File: config.mk
export PLATFORM = sky130hd
export DESIGN_NAME = if_id_reg
export DESIGN_NICKNAME = d
export VERILOG_FILES = /design/src/rtl/if_id_reg.sv
export SDC_FILE = /design/constraint.sdc
export NUM_CORES = 1
export LEC_CHECK = 0
export BUFFER_PORTS_ARGS = -buffer_cell sky130_fd_sc_hd__clkbuf_2
export CORE_MARGIN = 2
export CORE_UTILIZATION = 30
export DETAILED_ROUTE_END_ITERATION = 12
export PLACE_DENSITY = 0.46
export SLEW_MARGIN = 25
export SYNTH_ARGS = -nofsm -noshare
export SYNTH_HDL_FRONTEND = slang
export SYNTH_SLANG_ARGS = --single-unit
File: constraint.sdc
create_clock -name clk_i -period 5.8 [get_ports clk_i]
set_input_delay 0.58 -clock clk_i [delete_from_list [all_inputs] [get_ports clk_i]]
set_output_delay 0.58 -clock clk_i [all_outputs]
set_load 0.1 [all_outputs]
File: src/rtl/if_id_reg.sv
// -----------------------------------------------------------------------------
// if_id_reg -- IF/ID pipeline register for a fetch stage driving a 1-cycle
// synchronous instruction memory.
//
// The fetch stage presents an address on fetch_pc_i.  The matching read data
// arrives on fetch_instr_i one cycle later.  This block pairs each returned
// word with the address that produced it. It then presents the pair to the
// decode stage through the ID output slot.
//
// Valid semantics: id_valid_o = 1 means id_pc_o/id_instr_o form a real
// instruction that decode may consume on the next rising edge.  There is no
// ready signal.  Back-pressure is expressed only through hold_flag_i:
//   hold_flag_i <  HOLD_PC_LVL : PC advances, ID advances
//   HOLD_PC_LVL <= hold_flag_i < HOLD_IF_LVL : PC frozen, ID advances (bubbles)
//   hold_flag_i >= HOLD_IF_LVL : PC frozen, ID frozen (stall)
// A flush (reboot_i or jump_flag_i) overrides any hold.
//
// Parameters:
//   NOP_INSTR   instruction word shown when the ID slot is empty
//   HOLD_PC_LVL minimum hold level that freezes the PC
//   HOLD_IF_LVL minimum hold level that freezes the ID slot. It must be
//               >= HOLD_PC_LVL.
//
// Ports:
//   clk_i          clock, all state updates on the rising edge
//   rst_i          asynchronous reset, active-high
//   reboot_i       restart fetch (flush)
//   jump_flag_i    redirect taken this cycle (flush)
//   hold_flag_i    pipeline hold level
//   fetch_pc_i     address presented to instruction memory this cycle
//   fetch_instr_i  read data for the address issued the previous cycle
//   id_pc_o        PC of the instruction in the ID slot
//   id_instr_o     instruction in the ID slot (NOP_INSTR when empty)
//   id_valid_o     ID slot holds a real instruction
// -----------------------------------------------------------------------------
module if_id_reg #(
    parameter logic [31:0] NOP_INSTR   = 32'h0000_0013,
    parameter logic [2:0]  HOLD_PC_LVL = 3'd1,
    parameter logic [2:0]  HOLD_IF_LVL = 3'd2
) (
    input  logic        clk_i,
    input  logic        rst_i,
    input  logic        reboot_i,
    input  logic        jump_flag_i,
    input  logic [2:0]  hold_flag_i,
    input  logic [31:0] fetch_pc_i,
    input  logic [31:0] fetch_instr_i,
    output logic [31:0] id_pc_o,
    output logic [31:0] id_instr_o,
    output logic        id_valid_o
);

    logic        flush;
    logic        pc_adv;
    logic        stall;

    // Address issued last cycle, whose read data is on fetch_instr_i now.
    logic [31:0] pend_pc;
    logic        pend_v;

    // One-entry skid buffer.  It catches the word returning while ID is stalled.
    logic [31:0] skid_pc;
    logic [31:0] skid_instr;
    logic        skid_v;

    assign flush  = reboot_i | jump_flag_i;
    assign pc_adv = (hold_flag_i < HOLD_PC_LVL);
    assign stall  = (hold_flag_i >= HOLD_IF_LVL);

    // An address counts as issued only if the PC moves past it this cycle.
    // A frozen PC re-presents the same address, and only its final
    // presentation is paired with data.
    always_ff @(posedge clk_i or posedge rst_i) begin
        if (rst_i) begin
            pend_pc <= 32'h0;
            pend_v  <= 1'b0;
        end else begin
            pend_pc <= fetch_pc_i;
            pend_v  <= pc_adv & ~flush;
        end
    end

    always_ff @(posedge clk_i or posedge rst_i) begin
        if (rst_i) begin
            skid_pc    <= 32'h0;
            skid_instr <= NOP_INSTR;
            skid_v     <= 1'b0;
            id_pc_o    <= 32'h0;
            id_instr_o <= NOP_INSTR;
            id_valid_o <= 1'b0;
        end else if (flush) begin
            // Drop everything in flight.  The PC is kept so the output remains
            // stable while the slot is empty.
            skid_v     <= 1'b0;
            id_instr_o <= NOP_INSTR;
            id_valid_o <= 1'b0;
        end else if (!stall) begin
            if (skid_v) begin
                // The skid entry is older than anything pending.  If both are
                // valid, which cannot happen with HOLD_IF_LVL >= HOLD_PC_LVL,
                // the pending word is dropped.
                id_pc_o    <= skid_pc;
                id_instr_o <= skid_instr;
                id_valid_o <= 1'b1;
                skid_v     <= 1'b0;
            end else if (pend_v) begin
                id_pc_o    <= pend_pc;
                id_instr_o <= fetch_instr_i;
                id_valid_o <= 1'b1;
            end else begin
                id_instr_o <= NOP_INSTR;
                id_valid_o <= 1'b0;
            end
        end else begin
            // Stalled: the ID slot holds.  The word returning now would be
            // lost, so it is parked in the skid buffer.
            if (pend_v && !skid_v) begin
                skid_pc    <= pend_pc;
                skid_instr <= fetch_instr_i;
                skid_v     <= 1'b1;
            end
        end
    end

    // A stall freezes the PC, so pend_v is always low the cycle after a skid
    // capture.  Seeing both valid means the hold levels are misconfigured.
    a_skid_pend_exclusive: assert property (
        @(posedge clk_i) disable iff (rst_i) !(skid_v && pend_v)
    );

endmodule

After elaboration in Yosys (flattened, before gate mapping)
Index checks and enable logic that the tools add are counted.
{"block": "word_totals", "regBits": 163, "latchBits": 0, "ram_bits": 0, "rom_bits": 0, "inputBits": 71, "output_inout_bits": 65, "wordCells": 34, "memories": 0}
{"block": "classes", "add_sub_neg": 0, "n_mul": 0, "div_mod_pow": 0, "n_lt_le_gt_ge": 2, "eq_ne": 2, "shift": 0, "muxes": 13, "bitwise_logic": 4, "reduce_logical": 5}
{"cell": "two-way mux 32 bit", "count": 6}
{"cell": "two-way mux 1 bit", "count": 7}
{"cell": "AND reduction 3 bit", "count": 2}
{"cell": ">= comparator 3 x 2 -> 1 bit, second input constant", "count": 1}
{"cell": "less-than comparator 3 x 1 -> 1 bit, second input constant", "count": 1}
{"cell": "inequality test 3 x 2 -> 1 bit, second input constant", "count": 1}
{"cell": "inequality test 2 bit, second input constant", "count": 1}
{"cell": "inverter 1 bit", "count": 2}
{"cell": "nonzero test 2 bit", "count": 1}
{"cell": "bitwise AND 1 bit", "count": 1}
{"cell": "logical AND 1 bit", "count": 1}
{"cell": "zero test 1 bit", "count": 1}
{"cell": "bitwise OR 1 bit", "count": 1}

Logic depth before layout (Yosys ltp)
Gate-level depths: netlist (run 1).
{"block": "depth", "word_depth": 5, "mapped_depth": 5, "depth_no_buf": 3}

Worst setup path before layout (run 1)
No wires, ideal clock.
{"block": "synth_timing", "path_kind": "input to register", "from": "input port jump_flag_i", "to": "register id_pc_o[22]", "setup_time_ps": 125, "t_arrival_ps": 1870, "t_required_ps": 5675, "path_slack_ps": 3804, "cell_stages": 5, "path_buffers": 2, "cell_sequence": "or4_1 buf_2 nor2_8 buf_6 mux2_2"}
{"block": "synth_between", "elab_chain_cells": 3}
{"element": "start: declaration", "line": "44", "source": "input logic jump_flag_i,"}
{"element": "bitwise OR 1 bit", "line": "66", "source": "assign flush = reboot_i | jump_flag_i;"}
{"element": "inverter 1 bit (no line)"}
{"element": "AND reduction 3 bit (no line)"}
{"element": "end signal: assignment", "line": "102", "source": "id_pc_o <= skid_pc;"}
{"element": "end signal: assignment", "line": "107", "source": "id_pc_o <= pend_pc;"}
{"element": "end: declaration", "line": "48", "source": "output logic [31:0] id_pc_o,"}
Every way passes these cells.
A chain may end at the register's enable or synchronous reset.

Worst setup path after layout (run 1)
{"block": "layout_timing", "from": "register skid_v", "to": "register id_pc_o[10]"}
{"block": "layout_between", "elab_chain_cells": 2, "word_cells_on_any_way": 3, "classes_between": "mux: 1; reduce/logical: 2"}
{"element": "start: declaration", "line": "64", "source": "logic skid_v;"}
{"element": "start signal: assignment", "line": "87", "source": "skid_v <= 1'b0;"}
{"element": "start signal: assignment", "line": "94", "source": "skid_v <= 1'b0;"}
{"element": "start signal: assignment", "line": "105", "source": "skid_v <= 1'b0;"}
{"element": "nonzero test 2 bit (no line)"}
{"element": "AND reduction 3 bit (no line)"}
Several ways; a longest one is shown, not always the timed one.

==> results.cfg, run 1 <==
[global_route]
track_usage_pct = 13.2
grt_pass1_vias = 4119
grt_overflow = 0
grt_max_degree = 111
antenna_found_initial = 1
grt_pass1_wl_um = 22200

[floorplan]
die_w_um = 149
rows = 52
start_util_pct = 30.9
pin_count = 136
dieHeight_um = 149
core-area_um2 = 20400
dieArea_um2 = 22100

[logic_synthesis]
muxShareOfSynthArea_pct = 22.9
yosysTopAreaCellShare_pct = 62.5
syn_avg_cell_area_um2 = 15.7
synth_area_um2 = 6280
synth.area.top_cells = dfrtp_1 (63%), mux2_2 (14%), mux2_1 (8.8%)
synth-compound-area-share_pct = 8.26
synth_top_family_by_area = multiplexers
seq_area_frac_synth_pct = 65.0
syn-num-nets = 471
yosysWarnings = 0
synth_fa_ha_area_share_pct = 0
postSynthCellCount = 400
synthDistinctLibCells = 24
synthSimpleGateAreaFrac_pct = 1.47
synth_xor_area_share_pct = 0
synth_top_area_cell = dfrtp_1
ys_ff_latch = 163

[critical_path]
end_kind = flip-flop
cpPeakStageDelay_ns = 0.69
crit_slowest_cell = buf_4
required_ns = 6.10
startpoint_type = flip-flop
crit_fanout = 64
r2r_end = id_pc_o[10]
ff2ff_setup_slack_ns = 3.39
ff2ff_path_depth = 4
arrival_ns = 2.72
reg2reg_from = skid_v
critical_path.cell_chain = buf_4 -> nor2_1 -> nor2_8 -> mux2_2
path_class = flip-flop to flip-flop

[place]
place.gp.congestion = 0.705
io_buffers = 135
placedCellCount = 783
dp_hpwl_um = 8270

[finish]
regArea_um2 = 4090
area_delta_synth_final_pct = 24.5
fin_cells = 817
fin_nets = 604
multiInputGateArea_um2 = 2070
fill_cells = 1956
drive_above_1_share_pct = 48.0

[clocking]
cts.path.max_buffers = 2
cts_buffers = 17
cts_resized = 0
cts_setup_buffers = 0
clkTransAtPathRegs_ns = 0.07
cts_tree = yes
hold_buffers = 0
cts_root_buf = clkbuf_16
clkLatencyLatePin_ns = 0.42
cts_sinks = 163
htreeDepth = 4

[timing]
maxSlewViolCount = 0
worstMarginPinSlew_ns = 0.866
hold_viol_final = 0
whs_ns = 0.259
rsz0062_at_grt = no
max_freq_mhz = 414
setup_violations = 0
clock_skew_ns = 0.00924
min_period_ns = 2.41
post-route-period-util_pct = 41.6
tns_ns = 0
timing.slew.headroom_pct = 42.2

[detailed_routing]
drc = 0
post_drt_via_cell_ratio = 4.63
drt_iter0_drc = 161
wl_per_cell_um = 16.8
ant_nets = 0
drt_first_pass_iters = 4
vias = 3780
routed_wl_um = 13700

[min_path]
hp-class = input pin to flip-flop
hold_end = pend_pc[14]
hold_path_depth = 1
min-delay-start = fetch_pc_i[14]

[job]
maxCapViolCount = 0

[power]
power_per_cell_area_nw_per_um2 = 334
peakVddDrop_v = 0.000192
cellLeakagePower_nw = 3.85

[run_status]
status = finished, final reports clean
==> metrics by stage <==
stage	power, mW	setup WS [ns]	instance area (µm²)	util (%)
6_report	2.61	3.39	7820	38.4
4_1_cts	2.66	3.33	7800	38.3
3_3_place_gp	1.53	3.09	7220	35.5
3_5_place_dp	1.54	3.00	7220	35.5
5_1_grt	2.74	3.21	7820	38.4
2_1_floorplan	1.46	0.825	6280	-
==> flip-flops by register name, summed over array words and instances (netlist names) <==
register	cells
id_instr_o	32
id_pc_o	32
id_valid_o	1
pend_pc	32
pend_v	1
skid_instr	32
skid_pc	32
skid_v	1
==> power by group <==
part | switching (mW) | leakage, nW | internal, mW
combinational | 0.186 | 1.43 | 0.0797
clock | 0.474 | 0.276 | 0.622
sequential | 0.0361 | 2.14 | 1.21
==> per-layer routing <==
metal,global-route usage [%],vias to the layer above,routed length [µm]
li1,-,1734,-
met1,17.3,1910,6330
met2,20.5,124,6350
met3,4.60,12,871
met4,4.19,0,179
met5,0,-,0
==> cell usage after synthesis <==
cell,count
dfrtp_1,157
mux2_2,79
mux2_1,49
o2bb2ai_1,29
a22oi_1,28
clkbuf_1,13
buf_2,10
dfstp_2,6
buf_6,3
nand2_1,3
nor2_1,3
o211ai_1,3
o22ai_1,3
and2_1,2
inv_1,2
nor2b_1,2
a21o_1,1
a31oi_1,1
buf_1,1
nand2b_1,1
nand3_1,1
nor2_8,1
or2_0,1
or4_1,1
==> layout make-up <==
cell class                      count  share of cell area, %
Antenna cell                        1                 0.0320
Tap cell                          270                   4.32
Clock buffer                       20                   5.84
Timing Repair Buffer              141                   9.37
Multi-Input combinational cell    208                   26.4
Sequential cell                   163                   52.3
Clock inverter                     12                   1.55
Inverter                            2                  0.192
==> worst max path at each step <==
stage	startpoint	to	slack [ns]	cells after the start
after floorplan	rst_i	id_instr_o[10]	0.82	1
after global placement	hold_flag_i[2]	skid_pc[4]	3.09	4
after detailed placement	hold_flag_i[1]	skid_instr[29]	3.00	4
after CTS	skid_v	id_pc_o[10]	3.33	4
after global routing	skid_v	id_pc_o[18]	3.21	4
final	skid_v	id_pc_o[10]	3.39	4
==> worst max-delay path, delay by kind of cell (launching register included) <==
| family | cells | cell delay (ns) |
|---|---|---|
| mux | 1 | 0.41 |
| buf+inv | 1 | 0.69 |
| flops | 1 | 0.36 |
| simple gates | 2 | 0.82 |
==> placed cells by master, fill, tap and decap left out, types with 2 or more instances in the layout <==
cell type / count
a22oi_1: 28
and2_1: 2
buf_4: 5
clkbuf_16: 17
clkbuf_2: 135
clkbuf_8: 2
clkinv_4: 3
clkinvlp_4: 3
dfrtp_1: 156
dfstp_2: 6
inv_6: 3
inv_8: 2
mux2_1: 49
mux2_2: 79
nand2_1: 3
nor2_1: 3
o211ai_1: 3
o22ai_1: 3
o2bb2ai_1: 29
==> cell families (layout without fill, tap and decap cells) <==
kind of cell    count (synthesis)  count (layout)
flops                         163             163
simple gates                   15              15
buf+inv                        29             175
compound gates                 65              65
other cells                     0               1
mux                           128             128
Note: power is estimated with default switching activity, not from simulation.
==> run 2: changes to the inputs <==
--- a/config.mk
+++ b/config.mk
@@ -9,7 +9,7 @@
 export CORE_MARGIN = 2
 export CORE_UTILIZATION = 30
 export DETAILED_ROUTE_END_ITERATION = 12
-export PLACE_DENSITY = 0.46
+export PLACE_DENSITY = 0.48
 export SLEW_MARGIN = 25
 export SYNTH_ARGS = -nofsm -noshare
 export SYNTH_HDL_FRONTEND = slang
==> constraint.sdc (replaced) <==
create_clock -name clk_i -period 2.15 [get_ports clk_i]
set_input_delay 0.215 -clock clk_i [delete_from_list [all_inputs] [get_ports clk_i]]
set_output_delay 0.215 -clock clk_i [all_outputs]
set_load 0.1 [all_outputs]
==> run 2 against run 1 <==
Global-route usage is 0.53 points higher; combinational power grew to 3.0 times the previous value; first-iteration DRC count is 14% lower; core utilization is 2.7 points higher; die area unchanged; cell count up 6.0%; critical path type unchanged; largest power group unchanged; highest routed layer unchanged.
==> results.cfg, run 2 (same netlist as run 1, synthesis figures left out) <==
[floorplan]
start_util_pct = 30.9
die_w_um = 149
rows = 52
dieArea_um2 = 22100
pin_count = 136
dieHeight_um = 149
core-area_um2 = 20400

[place]
dp_hpwl_um = 9570
dp_worst_setup_slack_ns = 0.200
placed_area_um2 = 7400
place.gp.congestion = 0.697
placedCellCount = 796
io_buffers = 135

[run_status]
status = finished, final reports clean

[clocking]
cts_root_buf = clkbuf_16
cts.path.max_buffers = 2
cts_buffers = 17
hold_buffers = 37
clkLatencyLatePin_ns = 0.42
cts_sinks = 163
clkTransAtPathRegs_ns = 0.07
cts_resized = 0
htreeDepth = 4
cts_setup_buffers = 0
cts_tree = yes

[power]
cellLeakagePower_nw = 4.09
peakVddDrop_v = 0.000524
power_per_cell_area_nw_per_um2 = 856
finalPower_mw = 7.16

[timing]
hold_viol_final = 0
min_period_ns = 1.65
whs_ns = 0.0265
maxSlewViolCount = 0
post-route-period-util_pct = 76.8
max_freq_mhz = 606
tns_ns = 0
setup_violations = 0
rsz0062_at_grt = no
clock_skew_ns = 0.00770
layout_setup_ws_ns = 0.500
worstMarginPinSlew_ns = 0.816
timing.slew.headroom_pct = 45.5

[detailed_routing]
drt_iter0_drc = 139
drt_first_pass_iters = 4
vias = 4018
wl_per_cell_um = 16.4
ant_nets = 0
routed_wl_um = 14200
post_drt_via_cell_ratio = 4.64
drc = 0

[min_path]
min-delay-start = fetch_instr_i[28]
hold_end = skid_instr[28]
hold_path_depth = 2
hp-class = input pin to flip-flop

[global_route]
grt_pass1_wl_um = 23200
track_usage_pct = 13.7
grt_max_degree = 50
antenna_found_initial = 1
grt_overflow = 0
grt_pass1_vias = 4327

[finish]
area_delta_synth_final_pct = 33.2
layout.cells.most_common_list = dfrtp_1 (156), clkbuf_2 (135), mux2_2 (79)
fin_nets = 653
final_common_cell = dfrtp_1
fin_cells = 866
utilization_pct = 41.1
fin_area_um2 = 8370
drive_above_1_share_pct = 46.2

[critical_path]
required_ns = 2.45
ff2ff_path_depth = 3
ff2ff_setup_slack_ns = 0.50
arrival_ns = 1.95
r2r_end = id_pc_o[5]
path_class = flip-flop to flip-flop
reg2reg_from = skid_v
startpoint_type = flip-flop
crit_fanout = 31
end_kind = flip-flop

[job]
maxCapViolCount = 0
-- run 2: routing by layer --
| layer | track usage (%) | wire [µm] | part of all wire, % |
|---|---|---|---|
| met1 | 17.7 | 6460 | 45 |
| met4 | 4.86 | 180 | 1.3 |
| met5 | 0 | 0 | 0 |
| met2 | 22.4 | 6790 | 48 |
| met3 | 3.53 | 776 | 5.5 |
-- run 2: report_power, final --
part / internal, mW / switching (mW) / total (mW)
registers: 3.28 / 0.101 / 3.38
logic: 0.277 / 0.514 / 0.791
clock network: 1.65 / 1.34 / 2.99
-- run 2: layout make-up --
type / instances / area, µm²
diodes: 1 / 2.50
clock buffers: 17 / 425
clock inverters: 15 / 165
fillers: 1928 / 12000
inverters: 2 / 11.3
multi-input cells: 208 / 2070
flip-flops and latches: 163 / 4090
well taps: 270 / 338
repair buffers: 190 / 1270
-- run 2: worst max-delay path by stage --
stage | slack (ns) | endpoint | from | cells past startpoint
after floorplan | -0.13 | id_instr_o[10] | rst_i | 1
after global routing | 0.42 | id_pc_o[3] | skid_v | 3
final | 0.50 | id_pc_o[5] | skid_v | 3
after detailed placement | 0.20 | id_pc_o[29] | jump_flag_i | 5
after global placement | 0.21 | id_pc_o[29] | jump_flag_i | 5
after CTS | 0.46 | id_pc_o[3] | skid_v | 3
-- run 2: critical path: stages, from the launching register on --
cell and delay (ns):
dfrtp_2 0.41, buf_4 0.43, mux2_2 0.39, mux2_1 0.30
==> run 3: changes to the inputs <==
==> constraint.sdc (replaced) <==
create_clock -name clk_i -period 1.51 [get_ports clk_i]
set_input_delay 0.151 -clock clk_i [delete_from_list [all_inputs] [get_ports clk_i]]
set_output_delay 0.151 -clock clk_i [all_outputs]
set_load 0.1 [all_outputs]
==> run 3 against run 2 <==
Highest routed layer unchanged; global-route usage rose by 0.20 points; critical endpoint is now id_pc_o[29]; sequential share of layout area fell by 2.9 points; non-clock buffer count grew 38; largest cell class unchanged.
==> results.cfg, run 3 (same netlist as run 1, synthesis figures left out) <==
[clocking]
cts_sinks = 163
clkLatencyLatePin_ns = 0.42
clkTransAtPathRegs_ns = 0.06
cts_root_buf = clkbuf_16
cts_tree = yes
cts.path.max_buffers = 2
cts_buffers = 17
htreeDepth = 4
cts_setup_buffers = 0

[finish]
area_delta_synth_final_pct = 41.5
final_common_cell = dfrtp_1
regArea_um2 = 4090
fin_area_um2 = 8890
fill_cells = 1854
fin_nets = 691
multiInputGateArea_um2 = 2190
utilization_pct = 43.7
antenna_cells = 0
drive_above_1_share_pct = 48.7
layout.cells.most_common_list = dfrtp_1 (156), clkbuf_2 (132), mux2_2 (74)
fin_cells = 902

[critical_path]
arrival_ns = 1.78
required_ns = 1.82
path_class = flip-flop to flip-flop
startpoint_type = flip-flop
crit_fanout = 15
end_kind = flip-flop

[detailed_routing]
drc = 0
drt_iter0_drc = 167
post_drt_via_cell_ratio = 4.65
drt_first_pass_iters = 4
vias = 4191
routed_wl_um = 14800
ant_nets = 0
wl_per_cell_um = 16.4

[timing]
layout_setup_ws_ns = 0.0445
timing.slew.headroom_pct = 60.7
min_period_ns = 1.47
clock_skew_ns = 0.00555
post-route-period-util_pct = 97.1
maxSlewViolCount = 0
rsz0062_at_grt = no
whs_ns = 0.254
tns_ns = 0
setup_violations = 0
worstMarginPinSlew_ns = 0.592
max_freq_mhz = 682
hold_viol_final = 0

[place]
dp_hpwl_um = 9650
place.gp.congestion = 0.717
placedCellCount = 805
placed_area_um2 = 7630
dp_worst_setup_slack_ns = -0.167
io_buffers = 135

[power]
cellLeakagePower_nw = 4.27
finalPower_mw = 10.4
peakVddDrop_v = 0.000706
power_per_cell_area_nw_per_um2 = 1170

[global_route]
grt_pass1_wl_um = 23600
antenna_found_initial = 0
grt_max_degree = 52
grt_pass1_vias = 4457
track_usage_pct = 13.9
grt_overflow = 0

[min_path]
hp-class = input pin to async pin

[run_status]
status = finished, final reports clean

[floorplan]
pin_count = 136
core-area_um2 = 20400
start_util_pct = 30.9
die_w_um = 149
dieHeight_um = 149
rows = 52
dieArea_um2 = 22100

[job]
maxCapViolCount = 0
[run 3: cell count changes in the layout (fill, tap and decap cells not counted), sizes merged]
cell	before	now
clkinvlp	3	6
bufinv	1	2
diode	1	0
dlygate4sd3	37	66
buf	18	30
inv	10	2
[run 3: what timing repair did]
item                       4_1_cts  5_1_grt
gates resized for setup          0        1
hold endpoints to repair        75        0
hold buffers                    66        0
setup endpoints to repair        0        3
[run 3: path summary, 6_finish.rpt]
path / start / endpoint / slack (ns) / depth (start not counted)
setup / recovery: skid_v / id_pc_o[29] / 0.04 / 3
hold / removal: rst_i / pend_pc[2] / 0.25 / 3
setup reg to reg: skid_v / id_pc_o[29] / 0.04 / 3
hold reg to reg: pend_pc[3] / skid_pc[3] / 0.48 / 1
max in group asynchronous: rst_i / id_instr_o[6] / 0.58 / 4
min in group clk_i: jump_flag_i / id_instr_o[1] / 0.28 / 5
[run 3: cell type report]
type / instances / area share (%)
clock inverter: 11 / 1.45
clock buffer: 20 / 5.25
sequential: 163 / 46.0
inverter: 2 / 0.127
multi-input combinational: 208 / 24.6
tap: 270 / 3.80
timing repair buffer: 228 / 18.8
[run 3: report_power, final]
part / internal [mW] / switching (mW)
clock: 2.56 / 1.80
sequential: 4.67 / 0.146
combinational: 0.493 / 0.751
total: 7.73 / 2.70
[run 3: layer usage]
layer / vias up / GRT usage, % / part of all wire (%)
met5: - / 0 / 0
met4: 0 / 4.81 / 1.3
met3: 15 / 3.90 / 4.9
met2: 115 / 22.1 / 48
met1: 2159 / 18.4 / 46
li1: 1902 / - / -
[run 3: worst max-delay path, stage by stage (launching register included)]
cell and delay (ns):
dfrtp_2 0.44, buf_4 0.27, mux2_2 0.36, mux2_2 0.26
